$ cat src/rtl/pcie_tx_req_arb_pkg.sv
// ----------------------------------------------------------------------------
// pcie_tx_arb_pkg
// Shared definitions for the PCIe TX request arbiter:
//   - arb_state_t : sequencer state encoding (IDLE -> LAUNCH -> BUSY)
//   - slot indices: CPLD=0, MRD0=1, MRD1=2, MRD2=3, MWR0=4, MWR1=5
//   - slot counts : NUM_SLOTS (all requesters), NUM_RR_SLOTS (round-robin set)
//   - rr_ptr_inc  : modulo-5 increment of a round-robin pointer
// ----------------------------------------------------------------------------
package pcie_tx_arb_pkg;

    typedef enum logic [1:0] {
        ST_IDLE   = 2'd0,
        ST_LAUNCH = 2'd1,
        ST_BUSY   = 2'd2
    } arb_state_t;

    localparam int CPLD = 0;
    localparam int MRD0 = 1;
    localparam int MRD1 = 2;
    localparam int MRD2 = 3;
    localparam int MWR0 = 4;
    localparam int MWR1 = 5;

    localparam int NUM_SLOTS    = 6;
    localparam int NUM_RR_SLOTS = 5;

    // Round-robin slot indices run 0..4 (mrd0..mwr1); wrap 4 -> 0.
    function automatic logic [2:0] rr_ptr_inc(input logic [2:0] p);
        return (p >= 3'(NUM_RR_SLOTS - 1)) ? 3'd0 : p + 3'd1;
    endfunction

endpackage

$ cat src/rtl/pcie_tx_req_arb_if.sv
// ----------------------------------------------------------------------------
// pcie_tx_req_arb_if
// Bundles the requester-side and engine-side signals of the TX arbiter.
//   master : requesters / flow control / TX engine (drive req, gnt, eng_done)
//   slave  : the arbiter (drives acks, eng_sel, eng_start, arb_busy,
//            arb_proto_err)
// ----------------------------------------------------------------------------
interface pcie_tx_req_arb_if;
    import pcie_tx_arb_pkg::*;

    // flow-control grants per TLP class
    logic tx_cpld_gnt;
    logic tx_mrd_gnt;
    logic tx_mwr_gnt;

    // level requests, held until acked
    logic tx_cpld_req;
    logic tx_mrd0_req;
    logic tx_mrd1_req;
    logic tx_mrd2_req;
    logic tx_mwr0_req;
    logic tx_mwr1_req;

    // one-cycle ack pulses
    logic tx_cpld_req_ack;
    logic tx_mrd0_req_ack;
    logic tx_mrd1_req_ack;
    logic tx_mrd2_req_ack;
    logic tx_mwr0_req_ack;
    logic tx_mwr1_req_ack;

    // TX engine handshake and status
    logic [NUM_SLOTS-1:0] eng_sel;
    logic                 eng_start;
    logic                 eng_done;
    logic                 arb_busy;
    logic                 arb_proto_err;

    modport master (
        output tx_cpld_gnt, tx_mrd_gnt, tx_mwr_gnt,
        output tx_cpld_req, tx_mrd0_req, tx_mrd1_req, tx_mrd2_req,
               tx_mwr0_req, tx_mwr1_req,
        output eng_done,
        input  tx_cpld_req_ack, tx_mrd0_req_ack, tx_mrd1_req_ack,
               tx_mrd2_req_ack, tx_mwr0_req_ack, tx_mwr1_req_ack,
        input  eng_sel, eng_start, arb_busy, arb_proto_err
    );

    modport slave (
        input  tx_cpld_gnt, tx_mrd_gnt, tx_mwr_gnt,
        input  tx_cpld_req, tx_mrd0_req, tx_mrd1_req, tx_mrd2_req,
               tx_mwr0_req, tx_mwr1_req,
        input  eng_done,
        output tx_cpld_req_ack, tx_mrd0_req_ack, tx_mrd1_req_ack,
               tx_mrd2_req_ack, tx_mwr0_req_ack, tx_mwr1_req_ack,
        output eng_sel, eng_start, arb_busy, arb_proto_err
    );

endinterface

$ cat src/rtl/pcie_tx_req_arb_rr_pick5.sv
// ----------------------------------------------------------------------------
// pcie_rr_pick5
// Combinational 5-way round-robin picker.
//   elig     in  5  eligible mask, bit i = round-robin slot i (mrd0..mwr1)
//   ptr      in  3  slot where the search starts (0..4)
//   win      out 5  one-hot winner (all zero when nothing is eligible)
//   ptr_next out 3  slot after the winner; equals ptr when nothing wins
// ----------------------------------------------------------------------------
module pcie_rr_pick5
    import pcie_tx_arb_pkg::*;
(
    input  logic [NUM_RR_SLOTS-1:0] elig,
    input  logic [2:0]              ptr,
    output logic [NUM_RR_SLOTS-1:0] win,
    output logic [2:0]              ptr_next
);

    logic [2:0] idx;
    logic       found;

    always_comb begin
        win      = '0;
        ptr_next = ptr;
        found    = 1'b0;
        // An out-of-range pointer restarts the search at slot 0.
        idx      = (ptr > 3'(NUM_RR_SLOTS - 1)) ? 3'd0 : ptr;
        for (int k = 0; k < NUM_RR_SLOTS; k++) begin
            if (!found && elig[idx]) begin
                win[idx] = 1'b1;
                ptr_next = rr_ptr_inc(idx);
                found    = 1'b1;
            end
            idx = rr_ptr_inc(idx);
        end
    end

endmodule

$ cat src/rtl/pcie_tx_req_arb.sv
// ----------------------------------------------------------------------------
// pcie_tx_req_arb
// Arbitrates the completion, three memory-read and two memory-write TX
// requests, qualified by their flow-control grants, and launches the shared
// TX TLP engine for one winner at a time.
//   pcie_user_clk  in   user clock, rising edge
//   pcie_user_rst  in   asynchronous active-high reset
//   bus            slave  requests/grants in, acks out, engine handshake
//                  (eng_sel one-hot {mwr1,mwr0,mrd2,mrd1,mrd0,cpld},
//                  eng_start, eng_done, arb_busy, sticky arb_proto_err)
// Completions have priority but are limited to CPLD_BURST_MAX consecutive
// wins while any memory request is eligible; the memory slots share a
// round-robin pointer.
// ----------------------------------------------------------------------------
module pcie_tx_req_arb
    import pcie_tx_arb_pkg::*;
#(
    parameter int CPLD_BURST_MAX = 4
) (
    input logic               pcie_user_clk,
    input logic               pcie_user_rst,
    pcie_tx_req_arb_if.slave  bus
);

    localparam logic [2:0] BURST_MAX = 3'(CPLD_BURST_MAX);

    arb_state_t               state;
    logic [2:0]               rr_ptr;
    logic [2:0]               cpld_run_cnt;
    logic [NUM_SLOTS-1:0]     sel_q;
    logic [NUM_SLOTS-1:0]     ack_q;
    logic                     start_q;
    logic                     busy_q;
    logic                     err_q;

    logic [NUM_SLOTS-1:0]     elig;
    logic [NUM_RR_SLOTS-1:0]  rr_win;
    logic [2:0]               rr_ptr_next;
    logic                     cpld_wins;
    logic [NUM_SLOTS-1:0]     win_sel;

    assign elig = {bus.tx_mwr1_req & bus.tx_mwr_gnt,
                   bus.tx_mwr0_req & bus.tx_mwr_gnt,
                   bus.tx_mrd2_req & bus.tx_mrd_gnt,
                   bus.tx_mrd1_req & bus.tx_mrd_gnt,
                   bus.tx_mrd0_req & bus.tx_mrd_gnt,
                   bus.tx_cpld_req & bus.tx_cpld_gnt};

    pcie_rr_pick5 u_rr (
        .elig     (elig[NUM_SLOTS-1:1]),
        .ptr      (rr_ptr),
        .win      (rr_win),
        .ptr_next (rr_ptr_next)
    );

    // A completion yields only once its burst budget is spent and a memory
    // slot is actually waiting; otherwise it keeps winning.
    assign cpld_wins = elig[CPLD] &&
                       !((cpld_run_cnt == BURST_MAX) && (|elig[NUM_SLOTS-1:1]));
    assign win_sel   = cpld_wins ? NUM_SLOTS'(1) : {rr_win, 1'b0};

    always_ff @(posedge pcie_user_clk or posedge pcie_user_rst) begin
        if (pcie_user_rst) begin
            state        <= ST_IDLE;
            rr_ptr       <= 3'd0;
            cpld_run_cnt <= 3'd0;
            sel_q        <= '0;
            ack_q        <= '0;
            start_q      <= 1'b0;
            busy_q       <= 1'b0;
            err_q        <= 1'b0;
        end else begin
            // Engine completion is only legal once the launch has finished.
            if (bus.eng_done && (state != ST_BUSY)) begin
                err_q <= 1'b1;
            end
            case (state)
                ST_IDLE: begin
                    if (|elig) begin
                        sel_q   <= win_sel;
                        ack_q   <= win_sel;
                        start_q <= 1'b1;
                        busy_q  <= 1'b1;
                        state   <= ST_LAUNCH;
                        if (cpld_wins) begin
                            if (cpld_run_cnt != BURST_MAX) begin
                                cpld_run_cnt <= cpld_run_cnt + 3'd1;
                            end
                        end else begin
                            cpld_run_cnt <= 3'd0;
                            rr_ptr       <= rr_ptr_next;
                        end
                    end
                end
                ST_LAUNCH: begin
                    // Decision is already committed; request/grant changes
                    // here have no effect.
                    ack_q   <= '0;
                    start_q <= 1'b0;
                    state   <= ST_BUSY;
                end
                ST_BUSY: begin
                    if (bus.eng_done) begin
                        sel_q  <= '0;
                        busy_q <= 1'b0;
                        state  <= ST_IDLE;
                    end
                end
                default: begin
                    state <= ST_IDLE;
                end
            endcase
        end
    end

    assign bus.eng_sel         = sel_q;
    assign bus.eng_start       = start_q;
    assign bus.arb_busy        = busy_q;
    assign bus.arb_proto_err   = err_q;
    assign bus.tx_cpld_req_ack = ack_q[CPLD];
    assign bus.tx_mrd0_req_ack = ack_q[MRD0];
    assign bus.tx_mrd1_req_ack = ack_q[MRD1];
    assign bus.tx_mrd2_req_ack = ack_q[MRD2];
    assign bus.tx_mwr0_req_ack = ack_q[MWR0];
    assign bus.tx_mwr1_req_ack = ack_q[MWR1];

endmodule

$ cat src/flat_wrapper.sv
// flat-port wrapper written by rule: the top's interface ports become plain ports
module pcie_tx_req_arb_flat import pcie_tx_arb_pkg::*;
#(
    parameter int CPLD_BURST_MAX = 4
)
  (pcie_user_clk, pcie_user_rst, bus_tx_cpld_gnt, bus_tx_mrd_gnt, bus_tx_mwr_gnt, bus_tx_cpld_req, bus_tx_mrd0_req, bus_tx_mrd1_req, bus_tx_mrd2_req, bus_tx_mwr0_req, bus_tx_mwr1_req, bus_eng_done, bus_tx_cpld_req_ack, bus_tx_mrd0_req_ack, bus_tx_mrd1_req_ack, bus_tx_mrd2_req_ack, bus_tx_mwr0_req_ack, bus_tx_mwr1_req_ack, bus_eng_sel, bus_eng_start, bus_arb_busy, bus_arb_proto_err);
  pcie_tx_req_arb_if bus_i ();
  input logic pcie_user_clk;
  input logic pcie_user_rst;
  input wire logic [$bits(bus_i.tx_cpld_gnt)-1:0] bus_tx_cpld_gnt;
  input wire logic [$bits(bus_i.tx_mrd_gnt)-1:0] bus_tx_mrd_gnt;
  input wire logic [$bits(bus_i.tx_mwr_gnt)-1:0] bus_tx_mwr_gnt;
  input wire logic [$bits(bus_i.tx_cpld_req)-1:0] bus_tx_cpld_req;
  input wire logic [$bits(bus_i.tx_mrd0_req)-1:0] bus_tx_mrd0_req;
  input wire logic [$bits(bus_i.tx_mrd1_req)-1:0] bus_tx_mrd1_req;
  input wire logic [$bits(bus_i.tx_mrd2_req)-1:0] bus_tx_mrd2_req;
  input wire logic [$bits(bus_i.tx_mwr0_req)-1:0] bus_tx_mwr0_req;
  input wire logic [$bits(bus_i.tx_mwr1_req)-1:0] bus_tx_mwr1_req;
  input wire logic [$bits(bus_i.eng_done)-1:0] bus_eng_done;
  output wire logic [$bits(bus_i.tx_cpld_req_ack)-1:0] bus_tx_cpld_req_ack;
  output wire logic [$bits(bus_i.tx_mrd0_req_ack)-1:0] bus_tx_mrd0_req_ack;
  output wire logic [$bits(bus_i.tx_mrd1_req_ack)-1:0] bus_tx_mrd1_req_ack;
  output wire logic [$bits(bus_i.tx_mrd2_req_ack)-1:0] bus_tx_mrd2_req_ack;
  output wire logic [$bits(bus_i.tx_mwr0_req_ack)-1:0] bus_tx_mwr0_req_ack;
  output wire logic [$bits(bus_i.tx_mwr1_req_ack)-1:0] bus_tx_mwr1_req_ack;
  output wire logic [$bits(bus_i.eng_sel)-1:0] bus_eng_sel;
  output wire logic [$bits(bus_i.eng_start)-1:0] bus_eng_start;
  output wire logic [$bits(bus_i.arb_busy)-1:0] bus_arb_busy;
  output wire logic [$bits(bus_i.arb_proto_err)-1:0] bus_arb_proto_err;
  assign bus_i.tx_cpld_gnt = bus_tx_cpld_gnt;
  assign bus_i.tx_mrd_gnt = bus_tx_mrd_gnt;
  assign bus_i.tx_mwr_gnt = bus_tx_mwr_gnt;
  assign bus_i.tx_cpld_req = bus_tx_cpld_req;
  assign bus_i.tx_mrd0_req = bus_tx_mrd0_req;
  assign bus_i.tx_mrd1_req = bus_tx_mrd1_req;
  assign bus_i.tx_mrd2_req = bus_tx_mrd2_req;
  assign bus_i.tx_mwr0_req = bus_tx_mwr0_req;
  assign bus_i.tx_mwr1_req = bus_tx_mwr1_req;
  assign bus_i.eng_done = bus_eng_done;
  assign bus_tx_cpld_req_ack = bus_i.tx_cpld_req_ack;
  assign bus_tx_mrd0_req_ack = bus_i.tx_mrd0_req_ack;
  assign bus_tx_mrd1_req_ack = bus_i.tx_mrd1_req_ack;
  assign bus_tx_mrd2_req_ack = bus_i.tx_mrd2_req_ack;
  assign bus_tx_mwr0_req_ack = bus_i.tx_mwr0_req_ack;
  assign bus_tx_mwr1_req_ack = bus_i.tx_mwr1_req_ack;
  assign bus_eng_sel = bus_i.eng_sel;
  assign bus_eng_start = bus_i.eng_start;
  assign bus_arb_busy = bus_i.arb_busy;
  assign bus_arb_proto_err = bus_i.arb_proto_err;
  pcie_tx_req_arb #(.CPLD_BURST_MAX(CPLD_BURST_MAX)) u_core (.pcie_user_clk(pcie_user_clk), .pcie_user_rst(pcie_user_rst), .bus(bus_i));
endmodule
$ cat config.mk
export PLATFORM = sky130hd
export DESIGN_NAME = pcie_tx_req_arb_flat
export DESIGN_NICKNAME = d
export VERILOG_FILES = /design/src/rtl/pcie_tx_req_arb_pkg.sv /design/src/rtl/pcie_tx_req_arb_if.sv /design/src/rtl/pcie_tx_req_arb_rr_pick5.sv /design/src/rtl/pcie_tx_req_arb.sv /design/src/flat_wrapper.sv
export SDC_FILE = /design/constraint.sdc
export NUM_CORES = 1
export LEC_CHECK = 0
export BUFFER_PORTS_ARGS = -buffer_cell sky130_fd_sc_hd__buf_2
export CAP_MARGIN = 20
export CORE_ASPECT_RATIO = 0.6
export CORE_MARGIN = 4
export CORE_UTILIZATION = 45
export CTS_CLUSTER_SIZE = 16
export DETAILED_ROUTE_END_ITERATION = 8
export MAX_ROUTING_LAYER = met4
export REMOVE_ABC_BUFFERS = 1
export SLEW_MARGIN = 20
export SYNTH_ARGS = -nofsm -noshare
export SYNTH_HDL_FRONTEND = slang
export SYNTH_SLANG_ARGS = --single-unit
$ cat constraint.sdc
create_clock -name pcie_user_clk -period 4.3 [get_ports pcie_user_clk]
set_input_delay 0.43 -clock pcie_user_clk [delete_from_list [all_inputs] [get_ports pcie_user_clk]]
set_output_delay 0.43 -clock pcie_user_clk [all_outputs]
set_load 0.02 [all_outputs]
# --- Word level (Yosys, flattened, before mapping) ---
# Cells that the tools add are included.
totals:
  reg_bits: 23
  in_bits: 12
  out_inout_bits: 15
  elab_cells: 131
op_classes:
  add_sub_neg: 6
  order_cmp: 16
  n_eq_ne: 8
  n_mux: 54
  n_bitwise: 11
  n_reduce_logical: 28
ops:
  columns: ["operator", "n"]
  rows:
  - ["$mux 3", 13]
  - ["$mux 5", 5]
  - ["$pmux 6 s2", 2]
  - ["$lt 3x4->1 const B", 5]
  - ["$or 5x5->5", 4]
  - ["$add 3x1->3 const B", 6]
  - ["$mux 6", 3]
  - ["$mux 1", 16]
  - ["$bmux 1 s3", 5]
  - ["$demux 1 s3", 5]
  - ["$ge 3x1->1 const B", 5]
  - ["$ge 3x3->1 const B", 5]
  - ["$logic_and 1x1->1", 12]
  - ["$and 1x1->1", 6]
  - ["$ne 2x2->1 const B", 3]
  - ["$pmux 2 s3", 1]
  - ["$reduce_and 3->1", 2]
  - ["$reduce_or 6->1", 1]
  - ["$logic_not 1->1", 5]
  - ["$reduce_bool 5->1", 1]
  - ["$reduce_or 5->1", 1]
  - ["$mux 2", 2]
  - ["$pmux 1 s2", 2]
  - ["$reduce_and 2->1", 2]
  - ["other kinds (10)", 11]

# --- Longest topological paths before layout ---
# Gate-level depths: netlist of the first run.
depth:
  depth_word: 20
  depth_mapped: 15
  depth_no_buf: 12

# --- Cells and area by module ---
# Synthesis of the first run repeated with hierarchy kept, for this count alone.
unflattened:
  cells_unflattened: 255
  hier_area_um2: 2178.3
by_module_without_submodules:
  columns: ["module", "instances", "cells_each", "area_per_inst_um2", "seq_area_each_um2"]
  rows:
  - ["pcie_rr_pick5", 1, 167, 1139.8, 0.0]
  - ["pcie_tx_req_arb", 1, 88, 1038.5, 575.6]

# --- Least setup slack after synthesis of the first run ---
# No wires, ideal clock.
synth_timing:
  kind: "register to register"
  from: "register u_core.rr_ptr[2]"
  to: "register u_core.rr_ptr[2]"
  setup_ns: 0.128
  arrival_ns: 2.888
  required_time_ns: 4.172
  path_slack_ns: 1.283
  stages_incl_launch_ff: 15
  path_buffers: 2
  period_less_slack_ns: 3.017
  path_cell_list: "dfrtp_1 buf_4 nand2b_2 inv_1 ha_1 ha_1 clkbuf_1 nor2b_1 o311ai_4 mux2i_1 a22oi_2 a21oi_2 and2b_1 o21ai_0 o31ai_1"
synth_between:
  elab_chain_cells: 18
  elab_cells_between_ends: 46
  classes_between: "5 x add/sub; 6 x order compare; 25 x mux; 10 x reduce/logical"
synth_lines:
  columns: ["item", "line", "source"]
  rows:
  - ["start, declared", "pcie_tx_req_arb.sv:28", "logic [2:0] rr_ptr;"]
  - ["start signal, assigned", "pcie_tx_req_arb.sv:91", "rr_ptr <= rr_ptr_next;"]
  - ["$gt 3x3->1", "pcie_tx_req_arb_rr_pick5.sv:26", "idx = (ptr > 3'(NUM_RR_SLOTS - 1)) ? 3'd0 : ptr;"]
  - ["$mux 3 (*)", "pcie_tx_req_arb_rr_pick5.sv:26", null]
  - ["parallel branches: the longest is 16 deep, another holds $add 3x1->3", null, null]
# Every way passes the cells marked *. The select of a mux whose other input is x is not followed.
# A chain may end at the register's enable or synchronous reset.

# --- Final worst setup path of the first run ---
layout_timing:
  from: "register u_core.rr_ptr[2]"
  to: "register u_core.ack_q[4]"
layout_between:
  elab_chain_cells: 20
  elab_cells_between_ends: 73
  classes_between: "4 x add/sub; 15 x order compare; 37 x mux; 4 x bitwise; 13 x reduce/logical"
layout_lines:
  columns: ["item", "line", "source"]
  rows:
  - ["$gt 3x3->1", "pcie_tx_req_arb_rr_pick5.sv:26", null]
  - ["$mux 3 (*)", "pcie_tx_req_arb_rr_pick5.sv:26", null]
  - ["parallel branches: the longest is 14 deep, another holds $lt 3x4->1", null, null]
  - ["$mux 5 (*)", "pcie_tx_req_arb_rr_pick5.sv:28", "if (!found && elig[idx]) begin"]
  - ["$mux 6 (*)", "pcie_tx_req_arb.sv:60", "assign win_sel = cpld_wins ? NUM_SLOTS'(1) : {rr_win, 1'b0};"]
  - ["$mux 6 (*)", "pcie_tx_req_arb.sv:79", "if (|elig) begin"]
  - ["$pmux 6 s2 (*)", "pcie_tx_req_arb.sv:77", "case (state)"]
  - ["end signal, assigned", "pcie_tx_req_arb.sv:81", "ack_q <= win_sel;"]
  - ["end, declared", "pcie_tx_req_arb.sv:31", "logic [NUM_SLOTS-1:0] ack_q;"]
# Marked as above.

==> results of run 1 <==
[per-stage QoR]
step / util [%] / setup slack [ps] / cell area, um^2
3_5_place_dp: 51.1 / 923 / 2120
2_1_floorplan: - / 818 / 1850
3_3_place_gp: 51.1 / 881 / 2120
5_1_grt: 52.2 / 552 / 2160
4_1_cts: 52.2 / 911 / 2160
6_report: 52.2 / 766 / 2160
[state kept, by name (all words and copies together) (netlist names)]
signal                    cells
u_core.ack_q                  6
u_core.bus.arb_busy           1
u_core.bus.arb_proto_err      1
u_core.bus.eng_sel            6
u_core.bus.eng_start          1
u_core.cpld_run_cnt           3
u_core.rr_ptr                 3
u_core.state                  2
[worst register-to-register path, delay by kind of cell, from the launching register on]
kind	cells	cell delay, ps
buffers and inverters	3	560
and+or+nand+nor	2	240
adders and majority gates	1	400
AOI/OAI and AO/OA	5	1610
DFF	1	380
muxes	1	280
[area by class of cell]
cell class                 instances  area [um^2]
timing repair buffer              34          190
clock buffer                       4         45.0
tap                               60         75.1
inverter                          10         37.5
sequential                        23          576
fill                             399         1980
multi-input combinational        186         1240
[final timing paths]
| check | startpoint | endpoint | slack [ps] | cells after the start |
|---|---|---|---|---|
| hold / removal | pcie_user_rst | u_core.ack_q[2] | 320 | 2 |
| min in group pcie_user_clk | bus_eng_done | u_core.state[1] | 400 | 2 |
| max in group asynchronous | pcie_user_rst | u_core.ack_q[4] | 3460 | 2 |
| setup reg to reg | u_core.rr_ptr[2] | u_core.ack_q[4] | 770 | 12 |
| setup / recovery | u_core.rr_ptr[2] | u_core.ack_q[4] | 770 | 12 |
| hold reg to reg | u_core.bus.arb_proto_err | u_core.bus.arb_proto_err | 450 | 1 |
[cells by family after synthesis]
kind of cell	count (synthesis)	share of synthesized area, %
xor+xnor	1	0.448
buf+inv	26	7.16
fa+ha+maj	5	3.20
compound gates	70	28.3
mux	8	4.16
simple gates	102	27.3
flops	23	29.4
[power groups by stage]
stage	clock, uW	combinational [uW]	sequential, uW
6_report	132	1290	358
5_1_grt	148	1390	372
4_1_cts	138	1250	358
3_5_place_dp	0	1250	361
3_3_place_gp	0	1290	362
2_1_floorplan	0	807	437
[per-layer routing]
layer	GRT usage, %	wire length [um]
met1	35.4	2850
met2	25.3	2040
met3	6.85	642
met4	2.51	20
met5	-	0
[cell usage in the layout (no fill, tap or decap), drive strengths merged, types with 5 or more instances in the layout]
cell and count:
nor3 5, nor2 15, o21ai 9, ha 5, nand2 32, nand3 13, a21oi 14, mux2i 7
dfrtp 23, inv 10, buf 34, nor2b 5, nand2b 6
==> flow_metrics.tcl, run 1 <==
set metrics [dict create \
    yosysUniqueCellTypes 65 \
    ctsResizeCount 0 \
    hold_slack_ps 317 \
    tns_ps 0 \
    insertion_delay_ps 260 \
    post_drt_via_cell_ratio 6.03 \
    grt_pass1_vias 1642 \
    power.density_mw_per_mm2 824 \
    routabilityCongestion 1.01 \
    synth-edff-count 0 \
    postCtsSetupRepairBufs 0 \
    cts_buffers 3 \
    clkSinkCount 23 \
    slew_headroom_pct 44.2 \
    io_pins 27 \
    hpwl_mm 4.33 \
    clockPowerShare_pct 7.4 \
    root_buffer "clkbuf_8" \
    crit_fanout 17 \
    via_count 1911 \
    fin_crit_sh_pct 82.2 \
    die_w_um 93.1 \
    cp_num_buf_inv 3 \
    rsz0062_at_grt "no" \
    drc_errors 0 \
    power_uw 1780 \
    ys_top_cells_by_count "32 x nand2_1, 23 x dfrtp_1, 15 x nor2_1" \
    placedCellCount 313 \
    routedWlPerCell_um 17.5 \
    ys_ff_latch 23 \
    synthTopCellsByArea "dfrtp_1 29%, nand2_1 6.1%, mux2i_1 3.6%" \
    fmax_mhz 283 \
    drtPass1Iterations 5 \
    cp.arrival_ps 3740 \
    period_needed_ps 3530 \
    synthesis.instances 235 \
    p_int_uw 841 \
    yosysMostFrequentCell "nand2_1" \
    coreArea_mm2 0.00414 \
    vdd_ir_drop_max_mv 0.297 \
    area_growth_pct 10.6 \
    dieArea_mm2 0.00550 \
    antenna_found_initial 0 \
    critPathSlowestCell "a211oi_2" \
    power.leakage_uw 0.000981 \
    drt-total-wl_mm 5.55 \
    pwr-share-seq_pct 20.1 \
    fin_nets 275 \
    start_util_pct 47.2 \
    grtUsageTotal_pct 21.7 \
    crit_path_end_kind "register" \
    maxCapViolations 0 \
    finalHoldViolCount 0 \
    cp_cell_sequence "buf_4 > nor3b_2 > inv_1 > ha_1 > inv_1 > o21ai_1 > mux2i_1 > a32oi_2 > a211oi_2 > o211ai_1 > a31o_2 > nand2_1" \
    fin_worst_skew_ps 5.80 \
    cts.htree.levels 1 \
    clockBufferDepth 2 \
    critPathTopFamily "compound AO/OA/AOI/OAI gates" \
    synthArstFlopShare_pct 100 \
    cts_tree "done" \
    worstMarginPinSlew_ps 835 \
    crit_required_ps 4500 \
    status "finished, final reports clean" \
    ys_seq_area_share_pct 29.4 \
    final-setup-viol-count 0 \
    port_buffers 26 \
    antenna_cells 0 \
    drv_slew 0 \
    grt_pass1_wl_mm 8.96 \
    postCtsHoldBufs 0 \
    yosysTopAreaCellShare_pct 29.4 \
    power_frac_comb_pct 72.5 \
    hold_class "in -> async" \
    cp_common_cell "inv_1" \
    cts.clk_slew.worst_paths_ps 80 \
    swShare_pct 52.8 \
    slowest_delay_ps 680 \
    final_cells 317 \
    syn_area_mm2 0.00196 \
    grt_max_degree 24 \
    overflow 0 \
    avgSynthCellArea_um2 8.33 \
    drive_gt1_share_pct 20.6 \
    drt_iter0_markers 264 \
    synth_top_cell_by_area "dfrtp_1" \
    synthFlopType "dfrtp_1" \
    path_class "reg -> reg" \
    yosys_warnings 0 \
    p_sw_uw 941 \
    die_h_um 59.1 \
    ant_nets 0 \
    worstSetupStartpointType "register" \
    rows 18 \
]
No activity file was read; power rests on OpenSTA's default activity.
==> run 2: changes to the inputs <==
--- a/config.mk
+++ b/config.mk
@@ -5,6 +5,7 @@
 export SDC_FILE = /design/constraint.sdc
 export NUM_CORES = 1
 export LEC_CHECK = 0
+export ABC_AREA = 1
 export BUFFER_PORTS_ARGS = -buffer_cell sky130_fd_sc_hd__buf_2
 export CAP_MARGIN = 20
 export CORE_ASPECT_RATIO = 0.6
@@ -13,6 +14,7 @@
 export CTS_CLUSTER_SIZE = 16
 export DETAILED_ROUTE_END_ITERATION = 8
 export MAX_ROUTING_LAYER = met4
+export PLACE_DENSITY = 0.65
 export REMOVE_ABC_BUFFERS = 1
 export SLEW_MARGIN = 20
 export SYNTH_ARGS = -nofsm -noshare
==> constraint.sdc (replaced) <==
create_clock -name pcie_user_clk -period 3.4 [get_ports pcie_user_clk]
set_input_delay 0.34 -clock pcie_user_clk [delete_from_list [all_inputs] [get_ports pcie_user_clk]]
set_output_delay 0.34 -clock pcie_user_clk [all_outputs]
set_load 0.02 [all_outputs]
==> run 2 against run 1 <==
  * Clock skew hardly changed
  * Sequential share of layout area up 0.97 points
  * Final area is 3.5% lower
  * Clock-buffer cell count decreased by 1
  * Via count decreased by 2.2%
  * Power grew 35%
  * Synthesized cell count up 19%
  * Worst hold slack got worse by 83 ps
  * Die area shrank 4.7%
  * Register-to-register slack got worse by 190 ps
  * Core utilization increased by 2.6 points
  * Critical path type unchanged
  * Highest routed layer unchanged
==> flow_metrics.tcl, run 2 <==
set metrics [dict create \
    status "finished, final reports clean" \
    grt_pass1_wl_mm 8.40 \
    synthesis.instances 280 \
    insertion_delay_ps 270 \
    slew_headroom_pct 42.9 \
    synthArstFlopShare_pct 100 \
    yosysTopAreaCellShare_pct 31.1 \
    ys_ff_latch 23 \
    synth-edff-count 0 \
    clockBufferDepth 2 \
    power.density_mw_per_mm2 1160 \
    grtUsageTotal_pct 20.9 \
    io_pins 27 \
    power.leakage_uw 0.00123 \
    slowest_delay_ps 500 \
    via_count 1869 \
    port_buffers 26 \
    syn_area_mm2 0.00185 \
    power_uw 2410 \
    drt_iter0_markers 226 \
    drv_slew 0 \
    final-setup-viol-count 0 \
    hpwl_mm 4.02 \
    ys_seq_area_share_pct 31.1 \
    antenna_found_initial 0 \
    drc_errors 0 \
    ys_top_cells_by_count "99 x nand2_1, 32 x inv_1, 30 x nand3_1" \
    ctsResizeCount 0 \
    path_class "reg -> reg" \
    final_util_pct 54.8 \
    cp.arrival_ps 2990 \
    drtPass1Iterations 5 \
    routedWlPerCell_um 14.0 \
    period_needed_ps 2830 \
    cts_tree "done" \
    rr_startpoint "u_core.rr_ptr[2]" \
    maxCapViolations 0 \
    cts.clk_slew.worst_paths_ps 80 \
    area_growth_pct 12.7 \
    worst_slack_ps 573 \
    placed_cell_area_mm2 0.00204 \
    r2r_end "u_core.ack_q[3]" \
    die_h_um 57.7 \
    coreArea_mm2 0.00381 \
    vdd_ir_drop_max_mv 0.414 \
    dieArea_mm2 0.00524 \
    worstMarginPinSlew_ps 856 \
    yosysUniqueCellTypes 29 \
    final_cell_mix "99 x nand2_1, 32 x inv_1, 30 x nand3_1, 26 x buf_2, 25 x nor2_1" \
    finalHoldViolCount 0 \
    fin_nets 328 \
    startpoint "u_core.rr_ptr[2]" \
    cts_buffers 3 \
    crit_path_end_kind "register" \
    crit_path_end "u_core.ack_q[3]" \
    clkSinkCount 23 \
    dp_slack_ps 600 \
    stdcell_area_mm2 0.00209 \
    drive_gt1_share_pct 20.6 \
    critPathSlowestCell "dfrtp_1" \
    routabilityCongestion 0.960 \
    yosys_warnings 0 \
    crit_fanout 7 \
    start_util_pct 48.7 \
    drt-total-wl_mm 5.01 \
    root_buffer "clkbuf_8" \
    rows 17 \
    fin_crit_sh_pct 83.2 \
    grt_pass1_vias 1669 \
    postCtsHoldBufs 0 \
    filler_cell_count 385 \
    post_drt_via_cell_ratio 5.24 \
    r2r_setup_slack_ps 570 \
    fmax_mhz 354 \
    crit_required_ps 3560 \
    synth_top_cell_by_area "dfrtp_1" \
    cp_cell_sequence "nor2_4 > ha_1 > ha_1 > inv_1 > nand4_1 > nor2_1 > nor2_2 > nand2_2 > nand2_1 > nor2_1 > nor2_1 > o21ai_0 > nor2_1 > nand2_1 > nand2_1 > nand2_1" \
    fin_worst_skew_ps 5.55 \
    cts.htree.levels 1 \
    final_common_cell "nand2_1" \
    worstSetupStartpointType "register" \
    die_w_um 90.8 \
    postCtsSetupRepairBufs 0 \
    synthFlopType "dfrtp_1" \
    tns_ps 0 \
    rr_worst_depth 16 \
    antenna_cells 0 \
    yosysMostFrequentCell "nand2_1" \
    overflow 0 \
    ant_nets 0 \
    hold_class "in -> async" \
    grt_max_degree 24 \
    synthTopCellsByArea "dfrtp_1 31%, nand2_1 20%, nand3_1 8.1%" \
    rsz0062_at_grt "no" \
    avgSynthCellArea_um2 6.62 \
]
==> run 2: cell types whose count changed after synthesis, moves of 6 or more <==
cell,delta
inv_2,+6
inv_1,+22
buf_2,-7
nand2_1,+67
a21oi_1,-7
nand3_1,+17
nand2_2,+9
mux2i_1,-7
nor2_1,+10
==> run 2: worst min-delay path by stage <==
stage | slack (ps) | cells past startpoint | to | startpoint
finish | 230 | 2 | u_core.rr_ptr[0] | pcie_user_rst
global route | 300 | 2 | u_core.rr_ptr[2] | pcie_user_rst
CTS | 260 | 2 | u_core.rr_ptr[2] | pcie_user_rst
detailed placement | 460 | 2 | u_core.bus.eng_sel[0] | u_core.bus.eng_sel[0]
global placement | 450 | 2 | u_core.bus.arb_busy | u_core.bus.arb_busy
floorplan | 340 | 1 | u_core.ack_q[0] | pcie_user_rst
==> run 2: area by class of cell <==
| class | instances | area [um^2] | share of cell area [%] |
|---|---|---|---|
| multi-input cells | 217 | 1120 | 53.8 |
| inverters | 40 | 154 | 7.37 |
| clock inverters | 1 | 5.00 | 0.240 |
| flip-flops and latches | 23 | 576 | 27.6 |
| clock buffers | 3 | 41.3 | 1.98 |
| well taps | 47 | 58.8 | 2.82 |
| repair buffers | 26 | 130 | 6.23 |
==> run 2: logic make-up after synthesis <==
family,after synthesis,share of synthesized area [%]
compound gates,21,6.48
buf+inv,40,8.31
fa+ha+maj,5,3.38
xor+xnor,1,0.473
flops,23,31.1
simple gates,190,50.3
==> run 2: critical path: cells and delay by family, from the launching register on <==
kind / cells / cell delay (ps)
adder cells (fa/ha/maj): 2 / 510
AO/OA/AOI/OAI: 1 / 90
flip-flops: 1 / 500
AND/OR/NAND/NOR: 12 / 1430
buffers and inverters: 1 / 200
==> run 2: metrics by stage <==
step	hold WS (ps)	std cells
after floorplan	342	280
after global placement	451	353
after detailed placement	456	353
after CTS	261	357
after global routing	301	357
final	234	357
==> run 2: routing by layer <==
layer / GRT usage [%] / share of wire, % / routed length [um]
met5: - / 0 / 0
met4: 3.22 / 0.42 / 21
met1: 33.3 / 55 / 2750
met2: 26.2 / 36 / 1830
met3: 4.67 / 8.2 / 413
==> run 2: power breakdown <==
group | switching [uW] | internal, uW
combinational | 1270 | 523
sequential | 75.0 | 376
clock | 86.9 | 81.8
total | 1430 | 981
